**config.mk**
```make
export PLATFORM = sky130hd
export DESIGN_NAME = dff_mem_ctrl
export DESIGN_NICKNAME = d
export VERILOG_FILES = /design/src/rtl/dff_mem_ctrl.sv
export SDC_FILE = /design/constraint.sdc
export NUM_CORES = 1
export LEC_CHECK = 0
export BUFFER_PORTS_ARGS = -buffer_cell sky130_fd_sc_hd__buf_4
export CAP_MARGIN = 20
export CORE_MARGIN = 10
export CORE_UTILIZATION = 45
export DETAILED_ROUTE_END_ITERATION = 6
export GPL_TIMING_DRIVEN = 0
export PLACE_DENSITY = 0.78
export SLEW_MARGIN = 20
export SYNTH_ARGS = -nofsm -noshare
export SYNTH_HDL_FRONTEND = slang
export SYNTH_SLANG_ARGS = --single-unit
```
**constraint.sdc**
```tcl
create_clock -name clk -period 3.5 [get_ports clk]
set_clock_uncertainty 0.05 [all_clocks]
set_input_delay 0.175 -clock clk [delete_from_list [all_inputs] [get_ports clk]]
set_output_delay 0.175 -clock clk [all_outputs]
set_load 0.01 [all_outputs]
```
**src/rtl/dff_mem_ctrl.sv**
```systemverilog
// Command sequencer in front of the 16-byte DFF memory: turns single and burst
// read/write commands into legal memory strobes and returns read data with back-pressure.
module dff_mem_ctrl #(
   parameter int ADDR_W = 4,
   parameter int DATA_W = 8
) (
   input  logic              clk,
   input  logic              rst,
   input  logic              cmd_valid,
   output logic              cmd_ready,
   input  logic [1:0]        cmd_op,
   input  logic [ADDR_W-1:0] cmd_addr,
   input  logic [ADDR_W-1:0] cmd_len,
   input  logic [DATA_W-1:0] cmd_data,
   output logic              rsp_valid,
   input  logic              rsp_ready,
   output logic [DATA_W-1:0] rsp_data,
   output logic              rsp_last,
   output logic              busy,
   output logic [ADDR_W-1:0] mem_addr,
   output logic [DATA_W-1:0] mem_wdata,
   output logic              mem_rin,
   output logic              mem_rout_n,
   input  logic [DATA_W-1:0] mem_rdata
);

   typedef enum logic [2:0] {IDLE, WRITE, RD_ISSUE, RD_WAIT, RESP} state_t;

   localparam logic [ADDR_W-1:0] ONE = {{(ADDR_W-1){1'b0}}, 1'b1};

   state_t              state_q;
   logic [ADDR_W-1:0]   addr_q;
   logic [ADDR_W-1:0]   remain_q;
   logic                cmd_ready_q;
   logic                rsp_valid_q;
   logic [DATA_W-1:0]   rsp_data_q;
   logic                rsp_last_q;
   logic                busy_q;
   logic [ADDR_W-1:0]   mem_addr_q;
   logic [DATA_W-1:0]   mem_wdata_q;
   logic                mem_rin_q;
   logic                mem_rout_n_q;

   logic [ADDR_W-1:0]   addr_inc;
   logic [ADDR_W-1:0]   beats_m1;

   // Address wraps modulo the memory depth; single ops carry exactly one beat.
   assign addr_inc = addr_q + ONE;
   assign beats_m1 = cmd_op[1] ? cmd_len : '0;

   assign cmd_ready  = cmd_ready_q;
   assign rsp_valid  = rsp_valid_q;
   assign rsp_data   = rsp_data_q;
   assign rsp_last   = rsp_last_q;
   assign busy       = busy_q;
   assign mem_addr   = mem_addr_q;
   assign mem_wdata  = mem_wdata_q;
   assign mem_rin    = mem_rin_q;
   assign mem_rout_n = mem_rout_n_q;

   always_ff @(posedge clk or posedge rst) begin
      if (rst) begin
         state_q      <= IDLE;
         addr_q       <= '0;
         remain_q     <= '0;
         cmd_ready_q  <= 1'b0;
         rsp_valid_q  <= 1'b0;
         rsp_data_q   <= '0;
         rsp_last_q   <= 1'b0;
         busy_q       <= 1'b0;
         mem_addr_q   <= '0;
         mem_wdata_q  <= '0;
         mem_rin_q    <= 1'b0;
         mem_rout_n_q <= 1'b1;
      end else begin
         case (state_q)
            IDLE: begin
               cmd_ready_q <= 1'b1;
               if (cmd_valid && cmd_ready_q) begin
                  cmd_ready_q <= 1'b0;
                  busy_q      <= 1'b1;
                  addr_q      <= cmd_addr;
                  remain_q    <= beats_m1;
                  mem_addr_q  <= cmd_addr;
                  mem_wdata_q <= cmd_data;
                  // Strobes for the first beat go out in the very next cycle.
                  if (!cmd_op[0]) begin
                     state_q      <= WRITE;
                     mem_rin_q    <= 1'b0;
                     mem_rout_n_q <= 1'b0;
                  end else begin
                     state_q      <= RD_ISSUE;
                     mem_rin_q    <= 1'b1;
                     mem_rout_n_q <= 1'b1;
                  end
               end
            end
            WRITE: begin
               if (remain_q != '0) begin
                  addr_q     <= addr_inc;
                  mem_addr_q <= addr_inc;
                  remain_q   <= remain_q - ONE;
               end else begin
                  state_q      <= IDLE;
                  mem_rout_n_q <= 1'b1;
                  busy_q       <= 1'b0;
                  cmd_ready_q  <= 1'b1;
               end
            end
            RD_ISSUE: begin
               state_q   <= RD_WAIT;
               mem_rin_q <= 1'b0;
            end
            RD_WAIT: begin
               state_q     <= RESP;
               rsp_data_q  <= mem_rdata;
               rsp_valid_q <= 1'b1;
               rsp_last_q  <= (remain_q == '0);
            end
            RESP: begin
               // Memory stays idle for as long as the consumer stalls.
               if (rsp_ready) begin
                  rsp_valid_q <= 1'b0;
                  if (remain_q != '0) begin
                     state_q    <= RD_ISSUE;
                     addr_q     <= addr_inc;
                     mem_addr_q <= addr_inc;
                     remain_q   <= remain_q - ONE;
                     mem_rin_q  <= 1'b1;
                  end else begin
                     state_q     <= IDLE;
                     busy_q      <= 1'b0;
                     cmd_ready_q <= 1'b1;
                  end
               end
            end
            default: begin
               state_q      <= IDLE;
               mem_rin_q    <= 1'b0;
               mem_rout_n_q <= 1'b1;
            end
         endcase
      end
   end

endmodule

```
==> reports/metrics.csv <==
metric,value,unit
clockRootBuffer,clkbuf_4,
yosysMostFrequentCell,dfrtp_1,
antenna_found_initial,0,
min_path_type,in -> reg,
clock_latency,0.33,ns
cp_max_fo,8,
synth_flop_cell,dfrtp_1,
grt_max_degree,34,
routabilityCongestion,0.825,
power_frac_clock,13.8,%
chipHeight,79.8,um
fmax,0.441,GHz
crit_slowest_cell,nor3b_1,
via_count,1443,
cts_tree,done,
syn_avg_cell_area,11.2,um^2
drc,0,
antennaDiodeCount,0,
grt_overflow,0,
worstHoldPathCells,2,
yosys_warnings,0,
rsz0062_at_grt,false,
synth-seq-cells,33,
routedWlPerCell,17.1,um
powerDensity,956,mW/mm^2
synth_cells,144,
die_x,79.8,um
grt_pass1_vias,1499,
tns,0,ns
total_leakage_power,1.05,nW
setup_violations,0,
period_minus_slack,2.27,ns
cts_max_level,2,
relSlewSlack,32.9,%
crit_path_start_kind,flop,
cp_data_arrival_time,2.48,ns
drtPass1Iterations,4,
viasPerCell,5.45,
ir_drop,527,uV
drv_slew,0,
hpwl,3310,um
hold_viol,0,
drive_gt1_share,40.2,%
cp_cell_sequence,"inv_1, ha_1, nor3b_1, a2bb2oi_1, o31ai_1, o2bb2ai_1",
grt_first_pass_wirelength,7040,um
rows,21,
p_seq_share,32.2,%
ys_types,38,
final_area,0.00229,mm^2
grtUsageTotal,13.9,%
syn2layout_area_growth,41.9,%
clk_pin_slew,0.10,ns
ff2ff_path_depth,6,
numCtsBuffers,5,
io_pins,56,
synth-edff-count,0,
synthesis.nets,176,
syn_area,0.00161,mm^2
dieArea,0.00638,mm^2
cts.sinks,33,
clock_path_buffers,2,
timing.critical_path.buf_inv,1,
p_sw,0.867,mW
async_reset_ff_share,100,%
place_ws,1.27,ns
required,3.71,ns
critical_path_depth,6,
drtIter0Drc,75,
drt_wl_total,4530,um
critical_path.max_stage_delay,0.84,ns
multi_input_comb_area,732,um^2
status,completed,
power.total,2.19,mW
yosys.area.top_type,dfrtp_1,
synth_area_leaders,"dfrtp_1, mux2_2, a21oi_1",
ys_seq_area_share,51.3,%
maxCapViolations,0,
nFillCells,245,
synth_top_area_share,49.7,%
seqCellArea,827,um^2
reg2reg_slack,1.23,ns
crit_type,reg -> reg,
start_util,47.5,%
timing.final.crit_share,64.7,%
ant_nets,0,
timing.final.ws_setup,1.23,ns
finish.net_count,250,
power.share.combinational,54.1,%
end_kind,flop,
p_int,1.32,mW
coreArea,0.00339,mm^2
worstMarginPinSlew,1.00,ns
placed_area,0.00208,mm^2
io_buffers,55,
critPathTopFamily,simple AND/OR/NAND/NOR gates,
netSwitchingFraction,39.7,%
synth.cells.most_frequent,"dfrtp_1, mux2_2, a21oi_1, nand2_1, o21ai_0",
## flip-flops by register name, summed over array words and instances (netlist names)
signal / cells
addr_q: 4
busy: 1
cmd_ready: 1
mem_rin: 1
mem_rout_n: 1
mem_wdata: 8
remain_q: 4
rsp_data: 8
rsp_last: 1
rsp_valid: 1
state_q: 3
## metal layers
layer / global-route usage [%] / up-vias / wire length (um)
met5: 0 / - / 0
met4: 4.93 / 0 / 95
met3: 8.90 / 11 / 468
met2: 22.4 / 59 / 2200
met1: 14.3 / 693 / 1760
li1: - / 680 / -
## power groups by stage
| stage | registers [mW] | logic, mW | clock network [mW] |
|---|---|---|---|
| 2_1_floorplan | 0.750 | 0.680 | 0 |
| 3_3_place_gp | 0.690 | 1.12 | 0 |
| 3_5_place_dp | 0.705 | 1.17 | 0 |
| 4_1_cts | 0.700 | 1.17 | 0.306 |
| 5_1_grt | 0.725 | 1.29 | 0.324 |
| 6_report | 0.703 | 1.18 | 0.301 |
## final cells by class
type	count	area share (%)
inverter	6	0.985
timing repair buffer	67	23.3
clock inverter	1	1.31
buffer	6	1.31
clock buffer	7	2.41
tap	46	2.52
multi-input combinational	99	32.0
sequential	33	36.2
## final timing paths
kind,from,to
max reg2reg,remain_q[0],mem_rin
min in group asynchronous,rst,mem_wdata[0]
max,remain_q[0],mem_rin
min,cmd_data[7],mem_wdata[7]
max in group asynchronous,rst,remain_q[2]
min reg2reg,rsp_last,rsp_last
## through the flow
step | hold WS [ns] | util [%] | cells
2_1_floorplan | 0.253 | - | 144
3_3_place_gp | 0.358 | 61.4 | 245
3_5_place_dp | 0.276 | 61.4 | 245
4_1_cts | 0.0000501 | 64.8 | 256
5_1_grt | 0.000253 | 67.5 | 265
6_report | 0.0187 | 67.5 | 265
## what timing repair did
item / CTS / global route
hold endpoints to repair: 34 / 9
hold buffers: 3 / 9
resized for setup: 0 / 0
buffers inserted: 0 / 0
## cell families after synthesis
| group | after synthesis | share of synthesized area [%] |
|---|---|---|
| adders and majority gates | 2 | 1.55 |
| and+or+nand+nor | 36 | 13.4 |
| xor gates and xnor gates | 1 | 1.01 |
| buffers and inverters | 12 | 3.26 |
| AOI/OAI and AO/OA | 40 | 15.8 |
| muxes | 20 | 13.7 |
| DFF | 33 | 51.3 |
## layout by cell type (no fill, tap or decap), types with 2 or more instances in the layout
cell / n
o22ai_1: 3
nand3_1: 2
dfrtp_1: 32
ha_1: 2
o2bb2ai_1: 2
a31oi_1: 3
a21oi_1: 12
nor2b_1: 2
nand2_1: 9
clkbuf_4: 5
dlygate4sd3_1: 12
mux2i_1: 4
mux2_2: 16
a2bb2oi_1: 4
clkbuf_1: 3
buf_2: 3
and3_1: 2
buf_4: 56
nor3_1: 3
inv_1: 5
nor2_1: 6
nor4_1: 3
o21ai_0: 9
a21o_1: 2
(Power assumes the default switching activity.)
